===== src/rtl/addr_map_pkg.sv =====
// Shared address map: HADDR[31:28] region nibbles owned by the data-port slaves.
package addr_map_pkg;
   localparam logic [3:0] DATA_S00_HIT = 4'h1;
   localparam logic [3:0] DATA_S01_HIT = 4'h2;
   localparam logic [3:0] DATA_S02_HIT = 4'h3;
   localparam logic [3:0] DATA_S03_HIT = 4'h4;
   localparam logic [3:0] DATA_S04_HIT = 4'h5;
   localparam logic [3:0] DATA_S05_HIT = 4'h6;
   localparam logic [3:0] DATA_S06_HIT = 4'h7;
   localparam logic [3:0] DATA_S07_HIT = 4'h8;
   localparam logic [3:0] DATA_S08_HIT = 4'h9;
   localparam logic [3:0] DATA_S09_HIT = 4'hA;
   localparam logic [3:0] DATA_S10_HIT = 4'hB;
   localparam logic [3:0] DATA_S11_HIT = 4'hC;
   localparam logic [3:0] DATA_S12_HIT = 4'hD;
   localparam logic [3:0] DATA_S13_HIT = 4'hE;
   localparam logic [3:0] DATA_S14_HIT = 4'hF;
endpackage


===== src/rtl/ahb_pkg.sv =====
// AHB-Lite encodings plus the data-phase select and default-slave state types.
package ahb_pkg;
   localparam logic [1:0] HTRANS_IDLE   = 2'b00;
   localparam logic [1:0] HTRANS_BUSY   = 2'b01;
   localparam logic [1:0] HTRANS_NONSEQ = 2'b10;
   localparam logic [1:0] HTRANS_SEQ    = 2'b11;

   localparam logic HRESP_OKAY  = 1'b0;
   localparam logic HRESP_ERROR = 1'b1;

   // Values 0..14 double as the slave index, so [3:0] selects the slave directly.
   typedef enum logic [4:0] {
      DP_S00 = 5'd0,  DP_S01 = 5'd1,  DP_S02 = 5'd2,  DP_S03 = 5'd3,
      DP_S04 = 5'd4,  DP_S05 = 5'd5,  DP_S06 = 5'd6,  DP_S07 = 5'd7,
      DP_S08 = 5'd8,  DP_S09 = 5'd9,  DP_S10 = 5'd10, DP_S11 = 5'd11,
      DP_S12 = 5'd12, DP_S13 = 5'd13, DP_S14 = 5'd14,
      DP_DEFAULT = 5'd15,
      DP_NONE    = 5'd16
   } dp_sel_e;

   typedef enum logic [1:0] {
      DS_IDLE = 2'd0,
      DS_ERR1 = 2'd1,
      DS_ERR2 = 2'd2
   } ds_state_e;

   function automatic logic htrans_active(input logic [1:0] trans);
      return (trans == HTRANS_NONSEQ) || (trans == HTRANS_SEQ);
   endfunction
endpackage


===== src/rtl/system_pkg.sv =====
// System-wide bus widths shared by all interconnect stages.
package system_pkg;
   localparam int ADDR_WIDTH = 32;
   localparam int DATA_WIDTH = 32;
endpackage


===== src/rtl/ahb_default_slave.sv =====
// Default slave for unmapped data addresses: two-cycle ERROR for NONSEQ/SEQ, zero-wait OKAY otherwise.
// Accepts a new transfer only when the global HREADY is high; ERR1 advances regardless.
module ahb_default_slave
   import ahb_pkg::*;
(
   input  logic       clk_i,
   input  logic       rst_i,
   input  logic       hready_i,
   input  logic       hsel_i,
   input  logic [1:0] htrans_i,
   output logic       hreadyout_o,
   output logic       hresp_o
);

   ds_state_e state_q, state_d;
   logic      start;

   assign start = hready_i & hsel_i & htrans_active(htrans_i);

   always_ff @(posedge clk_i) begin
      if (rst_i) state_q <= DS_IDLE;
      else       state_q <= state_d;
   end

   always_comb begin
      state_d = state_q;
      unique case (state_q)
         DS_IDLE: if (start) state_d = DS_ERR1;
         DS_ERR1: state_d = DS_ERR2;
         DS_ERR2: state_d = start ? DS_ERR1 : DS_IDLE;
         default: state_d = DS_IDLE;
      endcase
   end

   // Outputs decode state only, keeping them off the HREADY feedback path.
   always_comb begin
      hreadyout_o = 1'b1;
      hresp_o     = HRESP_OKAY;
      unique case (state_q)
         DS_ERR1: begin
            hreadyout_o = 1'b0;
            hresp_o     = HRESP_ERROR;
         end
         DS_ERR2: hresp_o = HRESP_ERROR;
         default: ;
      endcase
   end

endmodule


===== src/rtl/ahb_data_decoder.sv =====
// Data-port AHB-Lite decoder: combinational HSEL from HADDR[31:28]; data-phase response muxed from the
// slave latched one cycle behind, held while HREADY is low.
module ahb_data_decoder
   import ahb_pkg::*;
   import addr_map_pkg::*;
#(
   parameter int ADDR_WIDTH = system_pkg::ADDR_WIDTH,
   parameter int DATA_WIDTH = system_pkg::DATA_WIDTH,
   parameter int NUM_SLAVES = 15
) (
   input  logic                             clk_i,
   input  logic                             rst_i,
   input  logic [ADDR_WIDTH-1:0]            haddr_i,
   input  logic [1:0]                       htrans_i,
   output logic                             hready_o,
   output logic [DATA_WIDTH-1:0]            hrdata_o,
   output logic                             hresp_o,
   output logic [NUM_SLAVES-1:0]            hsel_o,
   input  logic [NUM_SLAVES-1:0]            s_hreadyout_i,
   input  logic [NUM_SLAVES-1:0]            s_hresp_i,
   input  logic [NUM_SLAVES*DATA_WIDTH-1:0] s_hrdata_i
);

   if (NUM_SLAVES != 15) begin : g_bad_num_slaves
      $error("ahb_data_decoder: NUM_SLAVES must be 15 to match the address map");
   end

   localparam logic [3:0] DATA_HIT [15] = '{
      DATA_S00_HIT, DATA_S01_HIT, DATA_S02_HIT, DATA_S03_HIT, DATA_S04_HIT,
      DATA_S05_HIT, DATA_S06_HIT, DATA_S07_HIT, DATA_S08_HIT, DATA_S09_HIT,
      DATA_S10_HIT, DATA_S11_HIT, DATA_S12_HIT, DATA_S13_HIT, DATA_S14_HIT
   };

   logic [3:0]            nibble;
   logic [NUM_SLAVES-1:0] hsel;
   logic                  dflt_sel;
   dp_sel_e               dec_sel;
   dp_sel_e               dp_sel_q, dp_sel_d;
   logic [3:0]            dp_idx;
   logic                  ds_hreadyout;
   logic                  ds_hresp;
   logic                  unused_haddr;

   assign nibble       = haddr_i[ADDR_WIDTH-1 -: 4];
   assign unused_haddr = ^haddr_i[ADDR_WIDTH-5:0];

   always_comb begin
      hsel     = '0;
      dflt_sel = 1'b1;
      dec_sel  = DP_DEFAULT;
      for (int k = 0; k < NUM_SLAVES; k++) begin
         if (nibble == DATA_HIT[k]) begin
            hsel[k]  = 1'b1;
            dflt_sel = 1'b0;
            dec_sel  = dp_sel_e'(k[4:0]);
         end
      end
   end

   assign hsel_o = hsel;

   // Address phase is only accepted while HREADY is high.
   assign dp_sel_d = hready_o ? dec_sel : dp_sel_q;

   always_ff @(posedge clk_i) begin
      if (rst_i) dp_sel_q <= DP_NONE;
      else       dp_sel_q <= dp_sel_d;
   end

   ahb_default_slave u_default_slave (
      .clk_i       (clk_i),
      .rst_i       (rst_i),
      .hready_i    (hready_o),
      .hsel_i      (dflt_sel),
      .htrans_i    (htrans_i),
      .hreadyout_o (ds_hreadyout),
      .hresp_o     (ds_hresp)
   );

   assign dp_idx = dp_sel_q[3:0];

   always_comb begin
      hready_o = 1'b1;
      hresp_o  = HRESP_OKAY;
      hrdata_o = '0;
      if (dp_sel_q == DP_NONE) begin
         hready_o = 1'b1;
      end else if (dp_sel_q == DP_DEFAULT) begin
         hready_o = ds_hreadyout;
         hresp_o  = ds_hresp;
      end else begin
         hready_o = s_hreadyout_i[dp_idx];
         hresp_o  = s_hresp_i[dp_idx];
         hrdata_o = s_hrdata_i[int'(dp_idx)*DATA_WIDTH +: DATA_WIDTH];
      end
   end

endmodule

===== config.mk =====
export PLATFORM = sky130hd
export DESIGN_NAME = ahb_data_decoder
export DESIGN_NICKNAME = d
export VERILOG_FILES = /design/src/rtl/addr_map_pkg.sv /design/src/rtl/ahb_pkg.sv /design/src/rtl/system_pkg.sv /design/src/rtl/ahb_default_slave.sv /design/src/rtl/ahb_data_decoder.sv
export SDC_FILE = /design/constraint.sdc
export NUM_CORES = 1
export LEC_CHECK = 0
export BUFFER_PORTS_ARGS = -buffer_cell sky130_fd_sc_hd__buf_2
export CAP_MARGIN = 20
export CORE_AREA = 2 2 229 231
export DETAILED_ROUTE_END_ITERATION = 16
export DIE_AREA = 0 0 231 233
export PLACE_DENSITY_LB_ADDON = 0.25
export REMOVE_ABC_BUFFERS = 1
export SYNTH_ARGS = -nofsm -noshare
export SYNTH_HDL_FRONTEND = slang
export SYNTH_HIERARCHICAL = 1
export SYNTH_SLANG_ARGS = --single-unit

===== constraint.sdc =====
create_clock -name clk_i -period 4.2 [get_ports clk_i]
set_input_delay 0 -clock clk_i [delete_from_list [all_inputs] [get_ports clk_i]]
set_output_delay 0 -clock clk_i [all_outputs]
set_load 0.02 [all_outputs]

======== Word-level counts from Yosys, hierarchy flattened ========
Index checks and enable logic that the tools add are counted.
storage, ports and cells
  bits of input ports ..................... 546
  output and inout bits ................... 49
  register bits after elaboration ......... 7
  word-level logic and storage cells ...... 91
cells by class
  eq/ne operators ......................... 22
  shift operators ......................... 1
  mux-type cells .......................... 60
  reduce and logical (&&, ||, !) cells .... 3
  order comparisons ....................... 1
  bitwise logic cells ..................... 2
operators by type and width
  cell                                                 count
  indexed part select 480 x 10 -> 32 bit               1
  two-way mux 5 bit                                    14
  two-way mux 32 bit                                   2
  two-way mux 1 bit                                    39
  == test 4 bit (second input constant)                8
  == test 4 x 3 -> 1 bit (second input constant)       4
  binary-select mux 1 bit (select 4 bit)               2
  == test 4 x 2 -> 1 bit (second input constant)       2
  == test 2 bit (second input constant)                3
  case mux 2 bit (3 select lines)                      1
  == test 5 x 4 -> 1 bit (second input constant)       1
  == test 5 bit (second input constant)                1
  < comparator 4 x 5 -> 1 bit (second input constant)  1
  == test 4 x 1 -> 1 bit (second input constant)       1
  two-way mux 4 bit                                    1
  bitwise AND 1 bit                                    2
  == test 2 x 1 -> 1 bit (second input constant)       1
  zero test 2 bit                                      1
  two-way mux 2 bit                                    1
  != test 2 x 1 -> 1 bit (second input constant)       1
  OR reduction 2 bit                                   1
  logical OR 1 bit                                     1

======== Longest topological paths before layout ========
  depth after elaboration ................. 20
  mapped depth ............................ 11
  gate-level depth less buffers ........... 9

======== Modules after synthesis ========
Netlist, hierarchy kept.
modules (own cells, without submodules)
  module             seq. area each (um^2)  times used  area an instance (um^2)  cells each
  ahb_data_decoder   100.1                  1           4540.6                   377
  ahb_default_slave  40.0                   1           172.7                    18

======== Least setup slack after synthesis ========
Ideal clock, no wire load.
  kind .................................... reg2reg
  from .................................... register dp_sel_q[0]
  to ...................................... register u_default_slave.state_q[0]
  data required time ...................... 4.081 ns
  arrival time ............................ 2.084 ns
  setup slack ............................. 1.996 ns
  clock period less this slack ............ 2.204 ns
  buffers on the path ..................... 1
  setup time .............................. 0.119 ns
  cell stages (with the launch flop) ...... 10
  path through ............................ dfxtp_1 > buf_6 > mux4_2 > o21a_1 > a221o_1 > nor2_1 > inv_1 > and4b_1 > o21ai_0 > a21oi_1
on the way
  longest elaborated chain between the ends .. 8
  elaborated cells on any way between the ends .. 11
  those cells by class .................... eq/ne: 3; mux: 6; bitwise: 2
RTL lines
  what                                     line                     source
  start, declared                          ahb_data_decoder.sv:38   dp_sel_e dp_sel_q, dp_sel_d;
  start signal, assigned                   ahb_data_decoder.sv:67   else dp_sel_q <= dp_sel_d;
  binary-select mux 1 bit (select 4 bit)   ahb_data_decoder.sv:92   hready_o = s_hreadyout_i[dp_idx];
  two-way mux 1 bit (implied by the code)  ahb_data_decoder.sv:92
  two-way mux 1 bit                        ahb_data_decoder.sv:88   end else if (dp_sel_q == DP_DEFAULT) begin
  two-way mux 1 bit (*)                    ahb_data_decoder.sv:86   if (dp_sel_q == DP_NONE) begin
  net hready_o                             ahb_data_decoder.sv:15   output logic hready_o,
  bitwise AND 1 bit (*) (2 in series)      ahb_default_slave.sv:18  assign start = hready_i & hsel_i & htrans_active(htrans_i);
  two-way mux 1 bit                        ahb_default_slave.sv:30  DS_ERR2: state_d = start ? DS_ERR1 : DS_IDLE;
  case mux 2 bit (3 select lines)          ahb_default_slave.sv:27  unique case (state_q)
  end signal, assigned                     ahb_default_slave.sv:22  else state_q <= state_d;
  end, declared                            ahb_default_slave.sv:15  ds_state_e state_q, state_d;
Mark *: on every way through the listed nets, which the timed path passes. The rest lies on a longest branch. The select of a mux whose other input is x is not followed.
A chain may end at the register's enable or synchronous reset.

======== Worst setup path in the final report ========
  from .................................... register dp_sel_q[0]
  to ...................................... output port hrdata_o[24]
on the way
  longest elaborated chain between the ends .. 3
  elaborated cells on any way between the ends .. 5
  those cells by class .................... eq/ne: 2; shift: 1; mux: 2
RTL lines
  what                                                                                     line                                            source
  indexed part select 480 x 10 -> 32 bit / == test 5 x 4 -> 1 bit (equally long branches)  ahb_data_decoder.sv:94, ahb_data_decoder.sv:88
  two-way mux 32 bit                                                                       ahb_data_decoder.sv:88
  two-way mux 32 bit (*)                                                                   ahb_data_decoder.sv:86
  end, declared                                                                            ahb_data_decoder.sv:16                          output logic [DATA_WIDTH-1:0] hrdata_o,
Every way passes the cells marked *; elsewhere a longest branch is shown, timed or not.

==> out/metrics.yaml <==
power_and_ir_drop:
  pwr_density_cell_nw_per_um2: 483.3
  power.share.clock: 0.041
  p_leak_uw: 0.003618
  p_sw_frac: 0.4998
  power.share.sequential: 0.056
  intPower_uw: 2022
  p_sw_uw: 2021
  ir_drop_mv: 0.1758
  combPwrFrac: 0.904
placed_design:
  dp.cells: 1600
  gp_congestion: 0.8362
  placed_area_sq_um: 8277
  dp_hpwl_um: 25980
  portBuffers: 565
critical_path:
  worst_setup_path_start_kind: "register"
  cpMaxStageDelayCell: "dfxtp_4"
  crit_required_ns: 4.20
  slowest_delay_ns: 0.65
  r2r_start: "dp_sel_q[0]"
  arrival_ns: 2.90
  cp_max_fo: 56
  crit_start: "dp_sel_q[0]"
  cp_common_cell: "mux4_2"
  path_cells: "buf_12 -> mux4_2 -> mux4_2 -> nor2b_1 -> buf_2"
  crit_type: "register to primary output"
  crit_path_end_kind: "primary output"
clocking:
  cts_max_level: 1
  cts.sinks: 7
  worst_skew_pair.late_latency_ns: 0.23
  cts_buffers: 3
  clockBufferDepth: 2
  post-cts-setup-buffer-count: 0
  cts-hold-fix-buffers: 0
  path_clk_slew_ns: 0.04
  root_buffer: "clkbuf_16"
  cts_tree: "yes"
  cts-resized-gates: 0
die:
  initial_utilization: 0.09225
  die_width_um: 231
  rows: 83
  core_sq_um: 51090
  die_y_um: 233
  io_pins: 595
  die_area_sq_um: 53820
synthesis:
  avgSynthCellArea_sq_um: 11.93
  ys_ff_latch: 7
  synthCells: 395
  yosysSeqAreaShare: 0.02973
  syn_area_sq_um: 4713
  ys_types: 37
  ys_warn_count: 6
route:
  vias_per_cell: 3.762
  dr.pass1.iters: 4
  drc_errors: 0
  drt_iter0_markers: 227
  vias: 6050
  ant_nets: 0
  wl_per_cell_um: 18.80
  wirelength_um: 30230
layout:
  nets: 1476
  synthToLayoutAreaGrowth_pct: 77.49
  fillCellCount: 5801
  drive_above_1_share: 0.7803
  final-instance-count-excl-fill: 1608
  stdcell_area_sq_um: 8366
worst_hold_path:
  hp-class: "primary input to register"
  min-delay-start: "rst_i"
timing:
  grt_setup_unrepaired: "false"
  maxSlewHeadroom: 0.3331
  slew_viol_final: 0
  skew_ns: 0.001281
  period_share: 0.6904
  setup_viol: 0
  finalHoldViolations: 0
  period_minus_slack_ns: 2.900
  fmax_mhz: 344.9
  worstMarginPinSlew_ns: 1.000
run_status:
  outcome: "finished clean"
global_routing:
  grt_usage: 0.1066
  grt_first_pass_wirelength_um: 42590
  antenna_found_initial: 20
  grt_pass1_vias: 6499
  grt.overflow.total: 0
  grt_max_degree: 72
flow_run:
  max-cap-violations: 0
## power groups by stage
stage	sequential, uW	clock (uW)	combinational (uW)
2_1_floorplan	483	0	2470
3_3_place_gp	243	0	3740
3_5_place_dp	241	0	3750
4_1_cts	241	167	3760
5_1_grt	252	170	3960
6_report	226	164	3650
## cell usage in the layout (no fill, tap or decap), drive strengths merged, types with 2 or more instances in the layout
cell type	count
o21ai	37
a21oi	4
nor3	6
o21a	2
nand2b	5
ha	5
nand2	35
mux4	135
clkbuf	4
buf	573
nor2	16
diode	4
mux2i	35
nor2b	33
inv	7
a221o	2
dfxtp	7
nand3	3
or2	2
nor3b	2
## layout make-up
| class | instances | area (sq um) | share of cell area |
|---|---|---|---|
| Tap cell | 680 | 850.8 | 0.1017 |
| Sequential cell | 7 | 151.4 | 0.01810 |
| Timing Repair Buffer | 573 | 2938 | 0.3512 |
| Inverter | 7 | 26.28 | 0.003141 |
| Multi-Input combinational cell | 333 | 4310 | 0.5153 |
| Clock buffer | 4 | 78.83 | 0.009423 |
| Antenna cell | 4 | 10.01 | 0.001197 |
## metrics by stage
step           worst slack [ns]  power (uW)  hold WS [ns]  TNS (ns)  utilization
6_report                  1.300        4043       0.06984         0       0.1637
5_1_grt                   1.097        4379       0.07187         0       0.1636
4_1_cts                   1.216        4167       0.05907         0       0.1635
3_5_place_dp              1.472        3991        0.2949         0       0.1620
3_3_place_gp              1.472        3981        0.2917         0       0.1620
2_1_floorplan            -2.550        2957       0.06244   -101.33            -
## routing by layer
layer  wire [um]  GRT usage  vias up
met5          82          0        -
met4         238   0.007863       12
met3        2422    0.02206       32
met2       15730     0.2038      350
met1       11750     0.1259     2934
li1            -          -     2722
## cells by family (layout without fill, tap and decap cells)
kind of cell / after synthesis / count (layout) / share of synthesized area
other: 0 / 4 / 0
AO/OA/AOI/OAI: 51 / 51 / 0.06398
multiplexers: 170 / 170 / 0.7194
buffers and inverters: 55 / 584 / 0.05734
AND/OR/NAND/NOR: 106 / 106 / 0.1144
adder cells (fa/ha/maj): 5 / 5 / 0.01327
XOR/XNOR: 1 / 1 / 0.001859
flip-flops: 7 / 7 / 0.02973
## cells in the mapped netlist
cell	number	area, sq um
nor4_1	1	6.260
o21ai_1	4	20.02
mux4_2	135	3040
inv_1	6	22.52
buf_2	9	45.04
ha_1	5	62.56
nor2b_1	33	206.5
o211ai_1	1	7.510
a21o_1	1	7.510
mux2i_1	35	350.3
clkinv_1	1	3.750
o21ai_0	33	165.2
o41ai_2	1	16.27
or2_1	1	6.260
clkbuf_1	27	101.4
nand3_1	2	10.01
a21oi_2	1	8.760
o2bb2ai_1	1	8.760
a21oi_1	3	15.01
nand2_1	35	131.4
a221o_1	2	20.02
buf_4	10	75.07
nand2b_1	5	31.28
nand3_2	1	10.01
nor3b_1	2	15.01
or2_2	1	6.260
nor3_1	6	30.03
o21a_1	2	15.01
xor2_1	1	8.760
a211oi_1	1	7.510
a21bo_1	1	10.01
buf_6	2	22.52
nor2_1	16	60.06
nand4b_1	1	8.760
nand3b_1	1	7.510
dfxtp_1	7	140.1
and4b_1	1	10.01
## critical path: cells and delay by family (launching register included)
| family | cells | cell delay [ns] |
|---|---|---|
| DFF | 1 | 0.65 |
| muxes | 2 | 1.12 |
| buffers and inverters | 2 | 0.59 |
| and+or+nand+nor | 1 | 0.15 |
## worst paths after layout
| path | endpoint | slack [ns] | cells after the start |
|---|---|---|---|
| max | hrdata_o[24] | 1.30 | 5 |
| min | u_default_slave/state_q[1] | 0.07 | 2 |
| max reg2reg | u_default_slave/state_q[0] | 1.61 | 8 |
| min reg2reg | dp_sel_q[4] | 0.51 | 1 |
## registers in the layout, summed over array words and instances (netlist names)
name                     cells
u_default_slave/state_q      2
dp_sel_q                     5
(Power assumes the default switching activity.)
